`config.mk`:
```
export PLATFORM = sky130hd
export DESIGN_NAME = dmem_arbiter_flat
export DESIGN_NICKNAME = d
export VERILOG_FILES = /design/src/rtl/dmem_arb_pkg.sv /design/src/rtl/dmem_arbiter_if.sv /design/src/rtl/dmem_align_check.sv /design/src/rtl/dmem_arbiter.sv /design/src/flat_wrapper.sv
export SDC_FILE = /design/constraint.sdc
export NUM_CORES = 1
export LEC_CHECK = 0
export BUFFER_PORTS_ARGS = -buffer_cell sky130_fd_sc_hd__buf_2
export CAP_MARGIN = 20
export CORE_AREA = 2 2 119 121
export CTS_CLUSTER_SIZE = 12
export DETAILED_ROUTE_END_ITERATION = 6
export DIE_AREA = 0 0 121 123
export PLACE_DENSITY = 0.8
export SLEW_MARGIN = 20
export SYNTH_ARGS = -nofsm -noshare
export SYNTH_HDL_FRONTEND = slang
export SYNTH_SLANG_ARGS = --single-unit
```
`constraint.sdc`:
```
create_clock -name clk -period 3.1 [get_ports clk]
set_clock_uncertainty 0.05 [all_clocks]
set_input_delay 0.465 -clock clk [delete_from_list [all_inputs] [get_ports clk]]
set_output_delay 0.465 -clock clk [all_outputs]
set_load 0.005 [all_outputs]
```
`src/rtl/dmem_arb_pkg.sv`:
```
// Shared constants for the data-memory arbiter: FSM encodings, requester IDs
// and funct3 access-size codes.
package dmem_arb_pkg;

    localparam logic [1:0] ST_IDLE   = 2'd0;
    localparam logic [1:0] ST_ACCESS = 2'd1;
    localparam logic [1:0] ST_RESP   = 2'd2;

    typedef enum logic {
        REQ_CORE = 1'b0,
        REQ_DBG  = 1'b1
    } req_id_e;

    localparam logic [1:0] SZ_B = 2'b00;
    localparam logic [1:0] SZ_H = 2'b01;
    localparam logic [1:0] SZ_W = 2'b10;

    // Value parked on mem_funct3 whenever no access is in flight.
    localparam logic [2:0] F3_IDLE = 3'b010;

endpackage

```
`src/rtl/dmem_arbiter_if.sv`:
```
// Bundle of the core, debug and memory-side signals of dmem_arbiter.
// slave = the arbiter, master = requesters plus the data memory.
interface dmem_arbiter_if #(
    parameter int ADDR_WIDTH = 32,
    parameter int DATA_WIDTH = 32
);
    logic                  core_req;
    logic                  core_we;
    logic [ADDR_WIDTH-1:0] core_addr;
    logic [DATA_WIDTH-1:0] core_wdata;
    logic [2:0]            core_funct3;
    logic                  core_gnt;
    logic                  core_rvalid;
    logic [DATA_WIDTH-1:0] core_rdata;
    logic                  core_err;

    logic                  dbg_req;
    logic                  dbg_we;
    logic [ADDR_WIDTH-1:0] dbg_addr;
    logic [DATA_WIDTH-1:0] dbg_wdata;
    logic [2:0]            dbg_funct3;
    logic                  dbg_gnt;
    logic                  dbg_rvalid;
    logic [DATA_WIDTH-1:0] dbg_rdata;
    logic                  dbg_err;

    logic                  mem_wr_en;
    logic [ADDR_WIDTH-1:0] mem_addr;
    logic [DATA_WIDTH-1:0] mem_wr_data;
    logic [2:0]            mem_funct3;
    logic [DATA_WIDTH-1:0] mem_rd_data;

    modport slave (
        input  core_req, core_we, core_addr, core_wdata, core_funct3,
        output core_gnt, core_rvalid, core_rdata, core_err,
        input  dbg_req, dbg_we, dbg_addr, dbg_wdata, dbg_funct3,
        output dbg_gnt, dbg_rvalid, dbg_rdata, dbg_err,
        output mem_wr_en, mem_addr, mem_wr_data, mem_funct3,
        input  mem_rd_data
    );

    modport master (
        output core_req, core_we, core_addr, core_wdata, core_funct3,
        input  core_gnt, core_rvalid, core_rdata, core_err,
        output dbg_req, dbg_we, dbg_addr, dbg_wdata, dbg_funct3,
        input  dbg_gnt, dbg_rvalid, dbg_rdata, dbg_err,
        input  mem_wr_en, mem_addr, mem_wr_data, mem_funct3,
        output mem_rd_data
    );

endinterface

```
`src/rtl/dmem_align_check.sv`:
```
// Combinational legality check for a data-memory access: illegal size,
// misalignment for halfword/word, or byte address beyond the memory.
module dmem_align_check
    import dmem_arb_pkg::*;
#(
    parameter int ADDR_WIDTH = 32,
    parameter int MEM_SIZE   = 64
) (
    input  logic [ADDR_WIDTH-1:0] addr_i,
    input  logic [2:0]            funct3_i,
    output logic                  err_o
);

    localparam logic [ADDR_WIDTH-1:0] LIMIT = ADDR_WIDTH'(MEM_SIZE * 4);

    logic misaligned;
    // Sign/zero-extension bit plays no part in legality.
    logic unused_ext;
    assign unused_ext = funct3_i[2];

    always_comb begin
        misaligned = 1'b0;
        case (funct3_i[1:0])
            SZ_B:    misaligned = 1'b0;
            SZ_H:    misaligned = addr_i[0];
            SZ_W:    misaligned = (addr_i[1:0] != 2'b00);
            default: misaligned = 1'b1;
        endcase
    end

    assign err_o = misaligned | (addr_i >= LIMIT);

endmodule

```
`src/rtl/dmem_arbiter.sv`:
```
// Shares the data-memory port between core MEM stage and debug port: grant,
// one ACCESS cycle, one registered RESP cycle. DMEM_ARB_RR_EN selects round-robin.
module dmem_arbiter
    import dmem_arb_pkg::*;
#(
    parameter int ADDR_WIDTH = 32,
    parameter int DATA_WIDTH = 32,
    parameter int MEM_SIZE   = 64
) (
    input  logic          clk,
    input  logic          rst_n,
    dmem_arbiter_if.slave bus
);

    logic [1:0]            state_q, state_d;
    logic                  lat_we_q;
    logic [ADDR_WIDTH-1:0] lat_addr_q;
    logic [DATA_WIDTH-1:0] lat_wdata_q;
    logic [2:0]            lat_f3_q;
    req_id_e               lat_id_q;
    logic [DATA_WIDTH-1:0] rsp_data_q;
    logic                  rsp_err_q;

    logic can_grant, core_wins, grant, acc_err;
    logic in_access, in_resp, core_rvalid, dbg_rvalid;

    assign in_access = (state_q == ST_ACCESS);
    assign in_resp   = (state_q == ST_RESP);
    // Grants are combinational, so they are also held off while reset is asserted.
    assign can_grant = rst_n & (state_q == ST_IDLE || state_q == ST_RESP);

`ifdef DMEM_ARB_RR_EN
    req_id_e last_q;
    assign core_wins = bus.core_req & (~bus.dbg_req | (last_q == REQ_DBG));
`else
    assign core_wins = bus.core_req;
`endif

    assign grant        = can_grant & (bus.core_req | bus.dbg_req);
    assign bus.core_gnt = can_grant & core_wins;
    assign bus.dbg_gnt  = can_grant & bus.dbg_req & ~core_wins;

    dmem_align_check #(
        .ADDR_WIDTH (ADDR_WIDTH),
        .MEM_SIZE   (MEM_SIZE)
    ) u_align_check (
        .addr_i   (lat_addr_q),
        .funct3_i (lat_f3_q),
        .err_o    (acc_err)
    );

    always_comb begin
        state_d = state_q;
        case (state_q)
            ST_IDLE:   if (grant) state_d = ST_ACCESS;
            ST_ACCESS: state_d = ST_RESP;
            ST_RESP:   state_d = grant ? ST_ACCESS : ST_IDLE;
            default:   state_d = ST_IDLE;
        endcase
    end

    always_ff @(posedge clk or negedge rst_n) begin
        if (!rst_n) begin
            state_q     <= ST_IDLE;
            lat_we_q    <= 1'b0;
            lat_addr_q  <= '0;
            lat_wdata_q <= '0;
            lat_f3_q    <= 3'b000;
            lat_id_q    <= REQ_CORE;
            rsp_data_q  <= '0;
            rsp_err_q   <= 1'b0;
        end else begin
            state_q <= state_d;
            if (grant) begin
                lat_id_q    <= core_wins ? REQ_CORE : REQ_DBG;
                lat_we_q    <= core_wins ? bus.core_we     : bus.dbg_we;
                lat_addr_q  <= core_wins ? bus.core_addr   : bus.dbg_addr;
                lat_wdata_q <= core_wins ? bus.core_wdata  : bus.dbg_wdata;
                lat_f3_q    <= core_wins ? bus.core_funct3 : bus.dbg_funct3;
            end
            // Memory returns load data already sized and extended.
            if (in_access) begin
                rsp_data_q <= (lat_we_q | acc_err) ? '0 : bus.mem_rd_data;
                rsp_err_q  <= acc_err;
            end
        end
    end

`ifdef DMEM_ARB_RR_EN
    always_ff @(posedge clk or negedge rst_n) begin
        if (!rst_n) begin
            last_q <= REQ_DBG;
        end else if (grant) begin
            last_q <= core_wins ? REQ_CORE : REQ_DBG;
        end
    end
`endif

    assign bus.mem_wr_en   = in_access & lat_we_q & ~acc_err;
    assign bus.mem_addr    = in_access ? lat_addr_q  : '0;
    assign bus.mem_wr_data = in_access ? lat_wdata_q : '0;
    assign bus.mem_funct3  = in_access ? lat_f3_q    : F3_IDLE;

    assign core_rvalid     = in_resp & (lat_id_q == REQ_CORE);
    assign dbg_rvalid      = in_resp & (lat_id_q == REQ_DBG);
    assign bus.core_rvalid = core_rvalid;
    assign bus.dbg_rvalid  = dbg_rvalid;
    assign bus.core_rdata  = core_rvalid ? rsp_data_q : '0;
    assign bus.dbg_rdata   = dbg_rvalid  ? rsp_data_q : '0;
    assign bus.core_err    = core_rvalid & rsp_err_q;
    assign bus.dbg_err     = dbg_rvalid  & rsp_err_q;

endmodule

```
`src/flat_wrapper.sv`:
```
// flat-port wrapper written by rule: the top's interface ports become plain ports
module dmem_arbiter_flat import dmem_arb_pkg::*;
#(
    parameter int ADDR_WIDTH = 32,
    parameter int DATA_WIDTH = 32,
    parameter int MEM_SIZE   = 64
)
  (clk, rst_n, bus_core_req, bus_core_we, bus_core_addr, bus_core_wdata, bus_core_funct3, bus_core_gnt, bus_core_rvalid, bus_core_rdata, bus_core_err, bus_dbg_req, bus_dbg_we, bus_dbg_addr, bus_dbg_wdata, bus_dbg_funct3, bus_dbg_gnt, bus_dbg_rvalid, bus_dbg_rdata, bus_dbg_err, bus_mem_wr_en, bus_mem_addr, bus_mem_wr_data, bus_mem_funct3, bus_mem_rd_data);
  dmem_arbiter_if #(.ADDR_WIDTH(ADDR_WIDTH), .DATA_WIDTH(DATA_WIDTH)) bus_i ();
  input  logic clk;
  input  logic rst_n;
  input wire logic [$bits(bus_i.core_req)-1:0] bus_core_req;
  input wire logic [$bits(bus_i.core_we)-1:0] bus_core_we;
  input wire logic [$bits(bus_i.core_addr)-1:0] bus_core_addr;
  input wire logic [$bits(bus_i.core_wdata)-1:0] bus_core_wdata;
  input wire logic [$bits(bus_i.core_funct3)-1:0] bus_core_funct3;
  output wire logic [$bits(bus_i.core_gnt)-1:0] bus_core_gnt;
  output wire logic [$bits(bus_i.core_rvalid)-1:0] bus_core_rvalid;
  output wire logic [$bits(bus_i.core_rdata)-1:0] bus_core_rdata;
  output wire logic [$bits(bus_i.core_err)-1:0] bus_core_err;
  input wire logic [$bits(bus_i.dbg_req)-1:0] bus_dbg_req;
  input wire logic [$bits(bus_i.dbg_we)-1:0] bus_dbg_we;
  input wire logic [$bits(bus_i.dbg_addr)-1:0] bus_dbg_addr;
  input wire logic [$bits(bus_i.dbg_wdata)-1:0] bus_dbg_wdata;
  input wire logic [$bits(bus_i.dbg_funct3)-1:0] bus_dbg_funct3;
  output wire logic [$bits(bus_i.dbg_gnt)-1:0] bus_dbg_gnt;
  output wire logic [$bits(bus_i.dbg_rvalid)-1:0] bus_dbg_rvalid;
  output wire logic [$bits(bus_i.dbg_rdata)-1:0] bus_dbg_rdata;
  output wire logic [$bits(bus_i.dbg_err)-1:0] bus_dbg_err;
  output wire logic [$bits(bus_i.mem_wr_en)-1:0] bus_mem_wr_en;
  output wire logic [$bits(bus_i.mem_addr)-1:0] bus_mem_addr;
  output wire logic [$bits(bus_i.mem_wr_data)-1:0] bus_mem_wr_data;
  output wire logic [$bits(bus_i.mem_funct3)-1:0] bus_mem_funct3;
  input wire logic [$bits(bus_i.mem_rd_data)-1:0] bus_mem_rd_data;
  assign bus_i.core_req = bus_core_req;
  assign bus_i.core_we = bus_core_we;
  assign bus_i.core_addr = bus_core_addr;
  assign bus_i.core_wdata = bus_core_wdata;
  assign bus_i.core_funct3 = bus_core_funct3;
  assign bus_core_gnt = bus_i.core_gnt;
  assign bus_core_rvalid = bus_i.core_rvalid;
  assign bus_core_rdata = bus_i.core_rdata;
  assign bus_core_err = bus_i.core_err;
  assign bus_i.dbg_req = bus_dbg_req;
  assign bus_i.dbg_we = bus_dbg_we;
  assign bus_i.dbg_addr = bus_dbg_addr;
  assign bus_i.dbg_wdata = bus_dbg_wdata;
  assign bus_i.dbg_funct3 = bus_dbg_funct3;
  assign bus_dbg_gnt = bus_i.dbg_gnt;
  assign bus_dbg_rvalid = bus_i.dbg_rvalid;
  assign bus_dbg_rdata = bus_i.dbg_rdata;
  assign bus_dbg_err = bus_i.dbg_err;
  assign bus_mem_wr_en = bus_i.mem_wr_en;
  assign bus_mem_addr = bus_i.mem_addr;
  assign bus_mem_wr_data = bus_i.mem_wr_data;
  assign bus_mem_funct3 = bus_i.mem_funct3;
  assign bus_i.mem_rd_data = bus_mem_rd_data;
  dmem_arbiter #(.ADDR_WIDTH(ADDR_WIDTH), .DATA_WIDTH(DATA_WIDTH), .MEM_SIZE(MEM_SIZE)) u_core (.clk(clk), .rst_n(rst_n), .bus(bus_i));
endmodule
```
---- Yosys cells after proc, flatten, opt, wreduce, memory -nomap -nowiden ----
Cells that the tools add are included.
Widths: inputs -> output; s select.
cells by class
  reductions and logical operators ........ 4
  order comparisons ....................... 1
  bitwise logic cells ..................... 17
  equality and inequality tests ........... 5
  muxes and demuxes ....................... 15
operators by type and width
  operator             count
  $mux 32              7
  $ge 32x9->1 const B  1
  $and 1x1->1          11
  $mux 3               2
  $pmux 2 s3           1
  $eq 2x1->1 const B   2
  $eq 2x2->1 const B   2
  $logic_not 2->1      2
  $mux 1               3
  $not 1->1            3
  $or 1x1->1           3
  $pmux 1 s3           1
  $mux 2               1
  $ne 2x1->1 const B   1
  $reduce_bool 2->1    1
  $logic_or 1x1->1     1
word-level totals
  word-level logic and storage cells ...... 50
  flip-flop bits (word level) ............. 104
  bits of input ports ..................... 172
  output and inout bits ................... 138

---- Depth between registers and ports, before layout ----
  word-level depth ........................ 6
  depth in mapped cells ................... 6

---- Hierarchy ----
From an unflattened synthesis, not the netlist that was laid out.
unflattened totals
  cells, all modules ...................... 467
  area, all modules ....................... 5617.9 sq um
modules (own cells, without submodules)
  module            cells an instance  instances  area an instance (sq um)
  dmem_arbiter      457                1          5552.8
  dmem_align_check  10                 1          65.1

---- Least setup slack after synthesis ----
Ideal clock, no wire load.
  kind .................................... flip-flop to output port
  start point ............................. register u_core.lat_addr_q[31]
  end point ............................... output port bus_mem_wr_en
  path buffers ............................ 1
  data required time ...................... 2.585 ns
  data arrival time ....................... 1.322 ns
  cell stages (with the launch flop) ...... 5
  setup slack ............................. 1.263 ns
  cells stage by stage .................... dfrtp_1 > nor4_2 > nand4_2 > buf_6 > nor4_2
between the ends
  word-level cells in the longest chain between the ends .. 4
ends and longest elaborated chain
  item                    line                    RTL
  from (decl)             dmem_arbiter.sv:17      logic [ADDR_WIDTH-1:0] lat_addr_q;
  from (signal assigned)  dmem_arbiter.sv:77      lat_addr_q <= core_wins ? bus.core_addr : bus.dbg_addr;
  $ge 32x9->1             dmem_align_check.sv:31  assign err_o = misaligned | (addr_i >= LIMIT);
  $or 1x1->1              dmem_align_check.sv:31
  $not 1->1               dmem_arbiter.sv:99      assign bus.mem_wr_en = in_access & lat_we_q & ~acc_err;
  $and 1x1->1             dmem_arbiter.sv:99
  to (decl)               flat_wrapper.sv:30      output wire logic [$bits(bus_i.mem_wr_en)-1:0] bus_mem_wr_en;
No other way between the ends.

---- Worst setup path in the final report ----
  start point ............................. register u_core.state_q[0]
  end point ............................... output port bus_dbg_rdata[12]
between the ends
  word-level cells in the longest chain between the ends .. 3
ends and longest elaborated chain
  item                    line                 RTL
  from (decl)             dmem_arbiter.sv:15   logic [1:0] state_q, state_d;
  from (signal assigned)  dmem_arbiter.sv:73   state_q <= state_d;
  $eq 2x2->1              dmem_arbiter.sv:28   assign in_resp = (state_q == ST_RESP);
  $and 1x1->1             dmem_arbiter.sv:105  assign dbg_rvalid = in_resp & (lat_id_q == REQ_DBG);
  $mux 32                 dmem_arbiter.sv:109  assign bus.dbg_rdata = dbg_rvalid ? rsp_data_q : '0;
  to (decl)               flat_wrapper.sv:28   output wire logic [$bits(bus_i.dbg_rdata)-1:0] bus_dbg_rdata;
No other way between the ends.

==> run_results.csv <==
group,metric,value,unit
clocking,cts_tree,"yes",
floorplan,floorplan.die.width,121,um
detailed_routing,route.met2.wl,8.27,mm
clocking,ctsHtreeMaxLevel,3,
critical_path,reg2reg_to,"u_core.rsp_err_q",
detailed_routing,drc,0,
detailed_routing,wirelength,16.3,mm
layout,drive_above_1_share,62.0,%
clocking,cts_hold_buffers_added,0,
critical_path,worstReg2RegStart,"u_core.state_q[1]",
power,ir_worst_vdd,299,uV
layout,final_cell_count_no_fill,1012,
clocking,clkSlewWorstSetupHoldPaths,0.07,ns
synth,synth.net_count,716,
clocking,ctsResizeCount,0,
place,dp_cells,996,
min_path,hold_class,"input pin to async pin",
timing,min_period_over_period,78.9,%
synth,ffs_latches_synth,104,
layout,layout.filler_cells,1206,
timing,layout_min_cycle_time,2.45,ns
floorplan,die_area,0.0149,mm^2
layout,area.growth.synth_to_final,31.3,%
clocking,clock-root-buffer,"clkbuf_16",
power,cellLeakagePower,4.05,nW
place,place_ws,0.950,ns
synth,synth_cell_types,29,
layout,mostFrequentLayoutCell,"buf_2",
floorplan,placeableCoreArea,0.0136,mm^2
synth,netlist.top_cell.by_area,"dfrtp_1",
critical_path,worst_setup_path_end_kind,"output pin",
critical_path,worst_ep_required_time,2.58,ns
critical_path,criticalPathCategory,"flop to output pin",
critical_path,arrival,1.93,ns
timing,layout_setup_ws,0.654,ns
clocking,cts-buffers-inserted,9,
timing,setup_violations,0,
place,place.detailed.hpwl,11.8,mm
detailed_routing,drt_first_iter_violations,332,
layout,layout_common_cells,"308 x buf_2, 133 x and2_1, 126 x mux2_2, 104 x dfrtp_1",
global_routing,antenna_violations_before_repair,0,
synth,synth.top_cells.by_area,"dfrtp_1 42%, mux2_2 23%, and2_1 13%, o31ai_2 5.8%, o2111ai_1 4.5%",
power,pwr_density_cell,440,mW/mm^2
timing,max_clock_freq,0.409,GHz
global_routing,globalRouteTotalUtil,21.4,%
critical_path,largest_fanout_of_any_net_on_the_critical_path,34,
job,maxCapViolCount,0,
detailed_routing,drtAntennaViolNets,0,
synth,yosysSeqAreaShare,41.7,%
timing,maxSlewHeadroom,40.0,%
clocking,clock_path_buffers,2,
critical_path,worstSetupStartpointType,"flop",
status,status,"complete, no violations",
global_routing,grt_start_max_net_pins,58,
timing,tightestPinTransition,0.900,ns
detailed_routing,route.detailed.wl_per_inst,16.1,um
detailed_routing,viasPerCell,5.15,
clocking,cts_setup_buffers,0,
detailed_routing,drt-pass1-iter-count,4,
timing,slew_viol_final,0,
global_routing,global_route_wire_length_before_repair,25.1,mm
synth,netlist_area,0.00624,mm^2
place,placed_cell_area,0.00791,mm^2
layout,antenna_cells_inserted,0,
critical_path,regToRegSetupSlack,1.04,ns
synth,synthesis.area_per_instance,11.5,um^2
synth,synthesis.yosys.warnings,0,
timing,worst_hold_slack,0.187,ns
global_routing,grt_remaining_overflow,0,
floorplan,fp.dieH,123,um
synth,synthCells,544,
critical_path,worstRegToRegCells,6,
timing,finalHoldViolations,0,
timing,setup-tns-final,0,ns
detailed_routing,wirelength_met1,6.53,mm
layout,postLayoutCellArea,0.00820,mm^2
global_routing,grt_pass1_vias,4973,
floorplan,floorplan.initialDensity,45.9,%
critical_path,cp-startpoint,"u_core.state_q[0]",
layout,final_nets,999,
clocking,clkLatencyLatePin,0.34,ns
synth,netlist.area_leader.share,41.7,%
clocking,tritoncts_num_sinks,104,
floorplan,io_count,310,
detailed_routing,top_layer,"met4",
place,place.gp.congestion,0.764,
detailed_routing,via_count,5207,
floorplan,placement_rows,43,
timing,rsz0062_at_grt,"false",
place,io_buffer_count,309,
detailed_routing,met3WireLength,1.14,mm
layout make-up:
class,count,area [um^2],area share [%]
clock inverter,5,38.8,0.473
tap,180,225,2.75
sequential,104,2600,31.7
multi-input combinational,387,3390,41.4
inverter,2,7.51,0.0915
clock buffer,11,253,3.08
timing repair buffer,323,1680,20.5
worst max path at each step:
stage                   endpoint
3_3_place_gp    bus_dbg_rdata[3]
4_1_cts        bus_dbg_rdata[12]
3_5_place_dp   bus_dbg_rdata[12]
5_1_grt        bus_dbg_rdata[23]
2_1_floorplan      bus_mem_wr_en
6_report       bus_dbg_rdata[12]
cell usage after synthesis:
| master | number |
|---|---|
| a21oi_1 | 2 |
| and2_1 | 133 |
| and3b_1 | 2 |
| buf_2 | 22 |
| buf_6 | 5 |
| clkbuf_1 | 23 |
| clkbuf_2 | 1 |
| clkinv_1 | 1 |
| dfrtp_1 | 104 |
| inv_2 | 1 |
| mux2_2 | 126 |
| mux2_4 | 8 |
| mux2i_1 | 2 |
| nand2_1 | 33 |
| nand2b_1 | 2 |
| nand4_2 | 1 |
| nor2_1 | 1 |
| nor2b_2 | 1 |
| nor3_2 | 1 |
| nor3b_1 | 1 |
| nor4_1 | 1 |
| nor4_2 | 5 |
| nor4_4 | 1 |
| o2111ai_1 | 32 |
| o21a_1 | 1 |
| o21ai_1 | 1 |
| o31ai_1 | 3 |
| o31ai_2 | 29 |
| o32a_1 | 1 |
metal layers:
metal / global-route usage [%] / vias to the layer above
met1: 26.5 / 2467
met4: 6.40 / 0
met3: 5.26 / 23
met2: 37.2 / 219
met5: 0 / -
li1: - / 2498
worst max-delay path: stages (launching register included):
cell and delay (ns):
dfrtp_1 0.43, and3b_1 0.83, and2_1 0.23, buf_2 0.11
report_power, final:
group          internal [mW]  switching, mW  total (mW)
sequential              1.54          0.126        1.67
combinational          0.436          0.393       0.829
clock                  0.595          0.516        1.11
state kept, by name, indices dropped and copies added, names as in the netlist:
name / count
u_core.rsp_err_q: 1
u_core.state_q: 2
u_core.lat_wdata_q: 32
u_core.lat_addr_q: 32
u_core.lat_we_q: 1
u_core.lat_id_q: 1
u_core.rsp_data_q: 32
u_core.lat_f3_q: 3
stage by stage:
step / total power [mW] / utilization (%)
floorplan: 2.18 / -
global placement: 2.51 / 58.1
detailed placement: 2.54 / 58.1
CTS: 3.65 / 60.2
global route: 3.80 / 60.2
finish: 3.61 / 60.2
logic make-up (layout without fill, tap and decap cells):
family                 count (synthesis)  count (layout)  synth area share [%]
AND/OR/NAND/NOR                      182             182                  17.9
AO/OA/AOI/OAI                         69              69                  11.2
multiplexers                         136             136                  25.0
flip-flops                           104             104                  41.7
buffers and inverters                 53             341                  4.25
Note: power is estimated with default switching activity, not from simulation.
